## config.mk

```make
export PLATFORM = sky130hd
export DESIGN_NAME = cordic_mmio_ctrl_flat
export DESIGN_NICKNAME = d
export VERILOG_FILES = /design/src/rtl/cordic_mmio_ctrl_if.sv /design/src/rtl/cordic_mmio_ctrl.sv /design/src/flat_wrapper.sv
export SDC_FILE = /design/constraint.sdc
export NUM_CORES = 1
export LEC_CHECK = 0
export CAP_MARGIN = 20
export CORE_MARGIN = 2
export CORE_UTILIZATION = 45
export CTS_BUF_LIST = sky130_fd_sc_hd__clkbuf_4
export CTS_CLUSTER_DIAMETER = 50
export DETAILED_ROUTE_END_ITERATION = 8
export GPL_TIMING_DRIVEN = 1
export PLACE_DENSITY = 0.89
export SYNTH_ARGS = -nofsm -noshare
export SYNTH_HDL_FRONTEND = slang
export SYNTH_SLANG_ARGS = --single-unit
```

## constraint.sdc

```tcl
create_clock -name clk -period 1.96 [get_ports clk]
set_input_delay 0.392 -clock clk [delete_from_list [all_inputs] [get_ports clk]]
set_output_delay 0.392 -clock clk [all_outputs]
set_load 0.01 [all_outputs]
```

## src/rtl/cordic_mmio_ctrl_if.sv

```systemverilog
// TinyQV peripheral-slot bus: one access per cycle, data_ready always high.
interface cordic_mmio_ctrl_if;
  logic [5:0]  address;
  logic [31:0] data_in;
  logic [1:0]  data_write_n;
  logic [1:0]  data_read_n;
  logic [31:0] data_out;
  logic        data_ready;

  modport master (
    output address, data_in, data_write_n, data_read_n,
    input  data_out, data_ready
  );

  modport slave (
    input  address, data_in, data_write_n, data_read_n,
    output data_out, data_ready
  );
endinterface

```

## src/rtl/cordic_mmio_ctrl.sv

```systemverilog
// CPU register front-end for the CORDIC engine: launches one run per START write, watchdogs it, captures results.
// Reads are combinational, writes take effect on the next edge; the bus never stalls (data_ready tied high).
module cordic_mmio_ctrl #(
  parameter int FIXED_WIDTH    = 16,
  parameter int TIMEOUT_CYCLES = 63
) (
  input  logic                   clk,
  input  logic                   rst_n,
  cordic_mmio_ctrl_if.slave      bus,
  output logic                   user_interrupt,
  output logic                   eng_start,
  output logic                   eng_is_rotating,
  output logic [1:0]             eng_mode,
  output logic [3:0]             eng_alpha,
  output logic [FIXED_WIDTH-1:0] eng_A,
  output logic [FIXED_WIDTH-1:0] eng_B,
  input  logic [FIXED_WIDTH-1:0] eng_out1,
  input  logic [FIXED_WIDTH-1:0] eng_out2,
  input  logic                   eng_done
);

  typedef enum logic [1:0] {
    ST_IDLE   = 2'd0,
    ST_LAUNCH = 2'd1,
    ST_WAIT   = 2'd2
  } state_e;

  localparam logic [7:0] TIMEOUT_LIM = 8'(TIMEOUT_CYCLES);

  state_e      state_q, state_d;
  logic [7:0]  cnt_q, cnt_d;
  logic [8:1]  ctrl_q, ctrl_d;
  logic [31:0] ops_q, ops_d;
  logic [31:0] result_q, result_d;
  logic        done_q, done_d;
  logic        err_q, err_d;
  logic        ovr_q, ovr_d;

  logic        wr_en, rd_en;
  logic [3:0]  reg_sel;
  logic        wr_ctrl, wr_ops, wr_stat, start_wr;
  logic [31:0] ctrl_wr;
  logic [31:0] rdata;
  logic        unused_bits;

  // Byte/half/word write: merge new data into the held register under a lane mask.
  function automatic logic [31:0] merge_wr(input logic [31:0] old_val,
                                           input logic [31:0] wdat,
                                           input logic [1:0]  wr_n);
    logic [31:0] mask;
    case (wr_n)
      2'b00:   mask = 32'h0000_00ff;
      2'b01:   mask = 32'h0000_ffff;
      2'b10:   mask = 32'hffff_ffff;
      default: mask = 32'h0000_0000;
    endcase
    return (old_val & ~mask) | (wdat & mask);
  endfunction

  assign wr_en    = (bus.data_write_n != 2'b11);
  assign rd_en    = (bus.data_read_n != 2'b11);
  assign reg_sel  = bus.address[5:2];
  assign wr_ctrl  = wr_en && (reg_sel == 4'd0);
  assign wr_ops   = wr_en && (reg_sel == 4'd1);
  assign wr_stat  = wr_en && (reg_sel == 4'd3);
  assign start_wr = wr_ctrl && bus.data_in[0];

  always_comb begin
    state_d   = state_q;
    cnt_d     = cnt_q;
    ctrl_d    = ctrl_q;
    ops_d     = ops_q;
    result_d  = result_q;
    done_d    = done_q;
    err_d     = err_q;
    ovr_d     = ovr_q;
    eng_start = 1'b0;
    ctrl_wr   = merge_wr({23'b0, ctrl_q, 1'b0}, bus.data_in, bus.data_write_n);

    if (wr_ctrl) ctrl_d = ctrl_wr[8:1];
    if (wr_ops)  ops_d  = merge_wr(ops_q, bus.data_in, bus.data_write_n);
    if (wr_stat) begin
      done_d = done_q & ~bus.data_in[1];
      err_d  = err_q  & ~bus.data_in[2];
      ovr_d  = ovr_q  & ~bus.data_in[3];
    end

    // Set events are applied after the W1C clears so a same-cycle set wins.
    case (state_q)
      ST_IDLE: begin
        if (start_wr) begin
          state_d = ST_LAUNCH;
          done_d  = 1'b0;
          err_d   = 1'b0;
          ovr_d   = 1'b0;
        end
      end
      ST_LAUNCH: begin
        eng_start = 1'b1;
        cnt_d     = 8'd0;
        state_d   = ST_WAIT;
        if (start_wr) ovr_d = 1'b1;
      end
      ST_WAIT: begin
        cnt_d = cnt_q + 8'd1;
        if (start_wr) ovr_d = 1'b1;
        if (eng_done) begin
          result_d = {16'(eng_out2), 16'(eng_out1)};
          done_d   = 1'b1;
          state_d  = ST_IDLE;
        end else if (cnt_q + 8'd1 == TIMEOUT_LIM) begin
          err_d   = 1'b1;
          state_d = ST_IDLE;
        end
      end
      default: state_d = ST_IDLE;
    endcase
  end

  always_ff @(posedge clk) begin
    if (!rst_n) begin
      state_q  <= ST_IDLE;
      cnt_q    <= '0;
      ctrl_q   <= '0;
      ops_q    <= '0;
      result_q <= '0;
      done_q   <= 1'b0;
      err_q    <= 1'b0;
      ovr_q    <= 1'b0;
    end else begin
      state_q  <= state_d;
      cnt_q    <= cnt_d;
      ctrl_q   <= ctrl_d;
      ops_q    <= ops_d;
      result_q <= result_d;
      done_q   <= done_d;
      err_q    <= err_d;
      ovr_q    <= ovr_d;
    end
  end

  always_comb begin
    rdata = 32'h0;
    case (reg_sel)
      4'd0:    rdata = {23'b0, ctrl_q, 1'b0};
      4'd1:    rdata = ops_q;
      4'd2:    rdata = result_q;
      4'd3:    rdata = {28'b0, ovr_q, err_q, done_q, (state_q != ST_IDLE)};
      default: rdata = 32'h0;
    endcase
  end

  assign bus.data_out    = rd_en ? rdata : 32'h0;
  assign bus.data_ready  = 1'b1;
  assign user_interrupt  = ctrl_q[8] & (done_q | err_q);
  assign eng_is_rotating = ctrl_q[1];
  assign eng_mode        = ctrl_q[3:2];
  assign eng_alpha       = ctrl_q[7:4];
  assign eng_A           = ops_q[FIXED_WIDTH-1:0];
  assign eng_B           = ops_q[16 +: FIXED_WIDTH];

  assign unused_bits = &{1'b0, ctrl_wr[31:9], ctrl_wr[0], bus.address[1:0]};

endmodule

```

## src/flat_wrapper.sv

```systemverilog
// flat-port wrapper written by rule: the top's interface ports become plain ports
module cordic_mmio_ctrl_flat 
#(
  parameter int FIXED_WIDTH    = 16,
  parameter int TIMEOUT_CYCLES = 63
)
  (clk, rst_n, user_interrupt, eng_start, eng_is_rotating, eng_mode, eng_alpha, eng_A, eng_B, eng_out1, eng_out2, eng_done, bus_address, bus_data_in, bus_data_write_n, bus_data_read_n, bus_data_out, bus_data_ready);
  cordic_mmio_ctrl_if bus_i ();
  input  logic clk;
  input  logic rst_n;
  output logic user_interrupt;
  output logic eng_start;
  output logic eng_is_rotating;
  output logic [1:0] eng_mode;
  output logic [3:0] eng_alpha;
  output logic [FIXED_WIDTH-1:0] eng_A;
  output logic [FIXED_WIDTH-1:0] eng_B;
  input  logic [FIXED_WIDTH-1:0] eng_out1;
  input  logic [FIXED_WIDTH-1:0] eng_out2;
  input  logic eng_done;
  input wire logic [$bits(bus_i.address)-1:0] bus_address;
  input wire logic [$bits(bus_i.data_in)-1:0] bus_data_in;
  input wire logic [$bits(bus_i.data_write_n)-1:0] bus_data_write_n;
  input wire logic [$bits(bus_i.data_read_n)-1:0] bus_data_read_n;
  output wire logic [$bits(bus_i.data_out)-1:0] bus_data_out;
  output wire logic [$bits(bus_i.data_ready)-1:0] bus_data_ready;
  assign bus_i.address = bus_address;
  assign bus_i.data_in = bus_data_in;
  assign bus_i.data_write_n = bus_data_write_n;
  assign bus_i.data_read_n = bus_data_read_n;
  assign bus_data_out = bus_i.data_out;
  assign bus_data_ready = bus_i.data_ready;
  cordic_mmio_ctrl #(.FIXED_WIDTH(FIXED_WIDTH), .TIMEOUT_CYCLES(TIMEOUT_CYCLES)) u_core (.clk(clk), .rst_n(rst_n), .bus(bus_i), .user_interrupt(user_interrupt), .eng_start(eng_start), .eng_is_rotating(eng_is_rotating), .eng_mode(eng_mode), .eng_alpha(eng_alpha), .eng_A(eng_A), .eng_B(eng_B), .eng_out1(eng_out1), .eng_out2(eng_out2), .eng_done(eng_done));
endmodule
```

==> metrics.cfg <==
[run_status]
run_status=finished, violations left
violations=setup timing

[clocking]
max-clock-path-buffers=2
clock_tree.root_cell=sky130_fd_sc_hd__clkbuf_4
cts_hold_repair.buffers=0
tritoncts=done
h-tree-depth=3
clock_latency_ns=0.43
worst_setup_hold_path_clk_slew_ns=0.14
cts_made_buffers=9
total_number_of_clock_tree_sinks=85

[global_routing]
first_global_vias=4431
antenna_found_initial=0
grt_first_pass_wirelength_um=21000
aggregate_global_routing_overflow=0
maximum_number_of_pins_on_one_net_before_global_route_repair=42
globalRouteTotalUtil=0.295

[finish]
finalInstanceArea_sq_mm=0.00611
fillerInstances=580
area.growth.synth_to_final_pct=58.4
num_antenna_cells=0
final_net_count=764
fin_cells=789
drive_gt1_frac=0.216
final_util=0.740

[sta]
finalClockSkew_ns=0.0154
post-route-period-util=1.07
drv_slew=0
final.setup.worst_slack_ns=-0.139
finalHoldWorstSlack_ns=0.450
max_clock_freq_mhz=476
fin_tns_setup_ns=-0.173
slew_headroom=0.613
finalCriticalPeriod_ns=2.10
unrepaired_setup_endpoints_after_global_routing=yes
worstMarginPinSlew_ns=0.580
finalSetupViolations=4
hold_viol_final=0

[yosys]
synth_cells=503
synth.ff_latch_count=85
syn_area_sq_mm=0.00386
area_share_of_the_leading_cell_type_in_the_synthesized_netlist=0.441
ys_dominant_reg_cell=sky130_fd_sc_hd__dfxtp_1
yosys_warnings=0
synth.top_cells.by_area=sky130_fd_sc_hd__dfxtp_1 44%, sky130_fd_sc_hd__nand2_1 13%, sky130_fd_sc_hd__a21oi_1 9.6%
synth_enable_flop_cells=0
ys_top_cells_by_count=129 x sky130_fd_sc_hd__nand2_1, 85 x sky130_fd_sc_hd__dfxtp_1, 74 x sky130_fd_sc_hd__a21oi_1
ys_seq_area_frac=0.441
netlist.top_cell.by_area=sky130_fd_sc_hd__dfxtp_1
synth_most_common_cell=sky130_fd_sc_hd__nand2_1
synth_net_count=588
yosys.cell_types.count=39
synthArstFlopShare=0
post_synth.cell_area_avg_sq_um=7.67

[place]
routability_congestion_estimate=0.900
numPortBuffers=147
post-place-cells=755
place_hpwl_um=9050
placed_area_sq_mm=0.00566
pre_cts_setup_slack_ns=-0.900

[routing]
vias_per_cell=5.61
detail-route-antenna-nets=0
drt-pass1-iter-count=6
route.detailed.drc=0
detail_route.iter0.violations=344
routed_wire_length_per_instance_um=17.4
dr_total_vias=4428
finalWirelength_um=13700

[floorplanning]
placement_rows=33
dieHeight_um=96.6
core_region_area_sq_mm=0.00826
design.portCount=151
floorplan.die_area_sq_mm=0.00933
floorplan.die.width_um=96.6
start_util=0.467

[pwr]
total_power_mw=3.30
cellLeakagePower_nw=2.25
vdd_drop_max_v=0.000304
powerDensity_mw_per_mm2=540

[critical_path]
critical_path_required_ns=1.57
critPathKind=reg -> out
crit-reg2reg-capture=u_core.cnt_q[7]
worstSetupEndpoint=bus_data_out[0]
setup.worst_path.start=u_core.state_q[0]
setup.reg_to_reg.worst_slack_ns=0.21
type_of_destination_of_the_critical_path=output pin
critPathMaxFanout=3
critPathLaunchType=register
critPathArrivalTime_ns=1.71
reg2regPathDepth=6
worst_r2r_startpoint=u_core.state_q[0]

[worst_hold_path]
holdCritPathClass=in -> reg
worstHoldPathCells=5

[job]
cap_viol_max_count=0

-- layout make-up --
| type | count | area, sq um | area share |
|---|---|---|---|
| Multi-Input combinational cell | 368 | 2070 | 0.339 |
| Clock buffer | 11 | 82.6 | 0.0135 |
| Tap cell | 105 | 131 | 0.0215 |
| Timing Repair Buffer | 206 | 2010 | 0.328 |
| Clock inverter | 5 | 75.1 | 0.0123 |
| Sequential cell | 85 | 1710 | 0.279 |
| Inverter | 9 | 33.8 | 0.00553 |
-- per-layer routing --
| layer | wire [um] | track usage | vias to the layer above |
|---|---|---|---|
| li1 | - | - | 2069 |
| met1 | 5020 | 0.321 | 2085 |
| met2 | 7050 | 0.541 | 232 |
| met3 | 1220 | 0.0636 | 42 |
| met4 | 437 | 0.144 | 0 |
| met5 | 0 | 0 | - |
-- cell families after synthesis --
| group | count (synthesis) | share of synthesized area |
|---|---|---|
| multiplexers | 9 | 0.0234 |
| flip-flops | 85 | 0.441 |
| buffers and inverters | 50 | 0.0590 |
| adder cells (fa/ha/maj) | 8 | 0.0259 |
| other | 1 | 0.000972 |
| AO/OA/AOI/OAI | 136 | 0.213 |
| XOR/XNOR | 2 | 0.00454 |
| AND/OR/NAND/NOR | 212 | 0.232 |
-- worst min-delay path by stage --
stage                              from             endpoint  slack [ns]
floorplan            u_core.result_q[0]   u_core.result_q[0]        0.44
global placement    u_core.result_q[15]  u_core.result_q[15]        0.44
detailed placement  u_core.result_q[24]  u_core.result_q[24]        0.45
CTS                      bus_address[2]             register        0.43
global route             bus_address[2]             register        0.47
finish                   bus_address[2]             register        0.45
-- where the power goes --
group | internal, mW | switching [mW]
logic | 0.246 | 0.175
clock network | 0.539 | 0.592
registers | 1.74 | 0.00951
-- what timing repair did --
action,in CTS,in global routing
endpoints found under the setup margin,33,20
buffers inserted,13,0
cloned,5,1
gates resized for setup,216,14
pin swaps,12,4
-- worst max-delay path, cell delays in order, from the launching register on --
cell                       delay, ns
sky130_fd_sc_hd__dfxtp_2        0.36
sky130_fd_sc_hd__inv_2          0.08
sky130_fd_sc_hd__ha_4           0.14
sky130_fd_sc_hd__inv_2          0.04
sky130_fd_sc_hd__a222oi_1       0.45
sky130_fd_sc_hd__nor2_4         0.06
sky130_fd_sc_hd__buf_6          0.14
-- cells in the final DEF, fill, tap and decap left out, drive strengths merged, types with 2 or more instances in the layout --
cell type,synthesis,layout
nand3,13,13
nor3,6,6
dfxtp,85,85
or2,2,2
mux2i,9,9
o21a,4,4
nor4,2,2
nand2b,4,4
bufinv,0,2
ha,8,8
inv,9,9
a22oi,23,23
nor2,49,49
clkbuf,22,12
nand2,129,129
clkinv,0,2
dlygate4sd2,0,2
nor4b,2,2
a31oi,2,2
clkdlybuf4s50,0,107
a21boi,4,4
xnor2,2,2
a21oi,74,74
a222oi,9,9
buf,19,94
o21ai,16,16
Note: power is estimated with default switching activity, not from simulation.
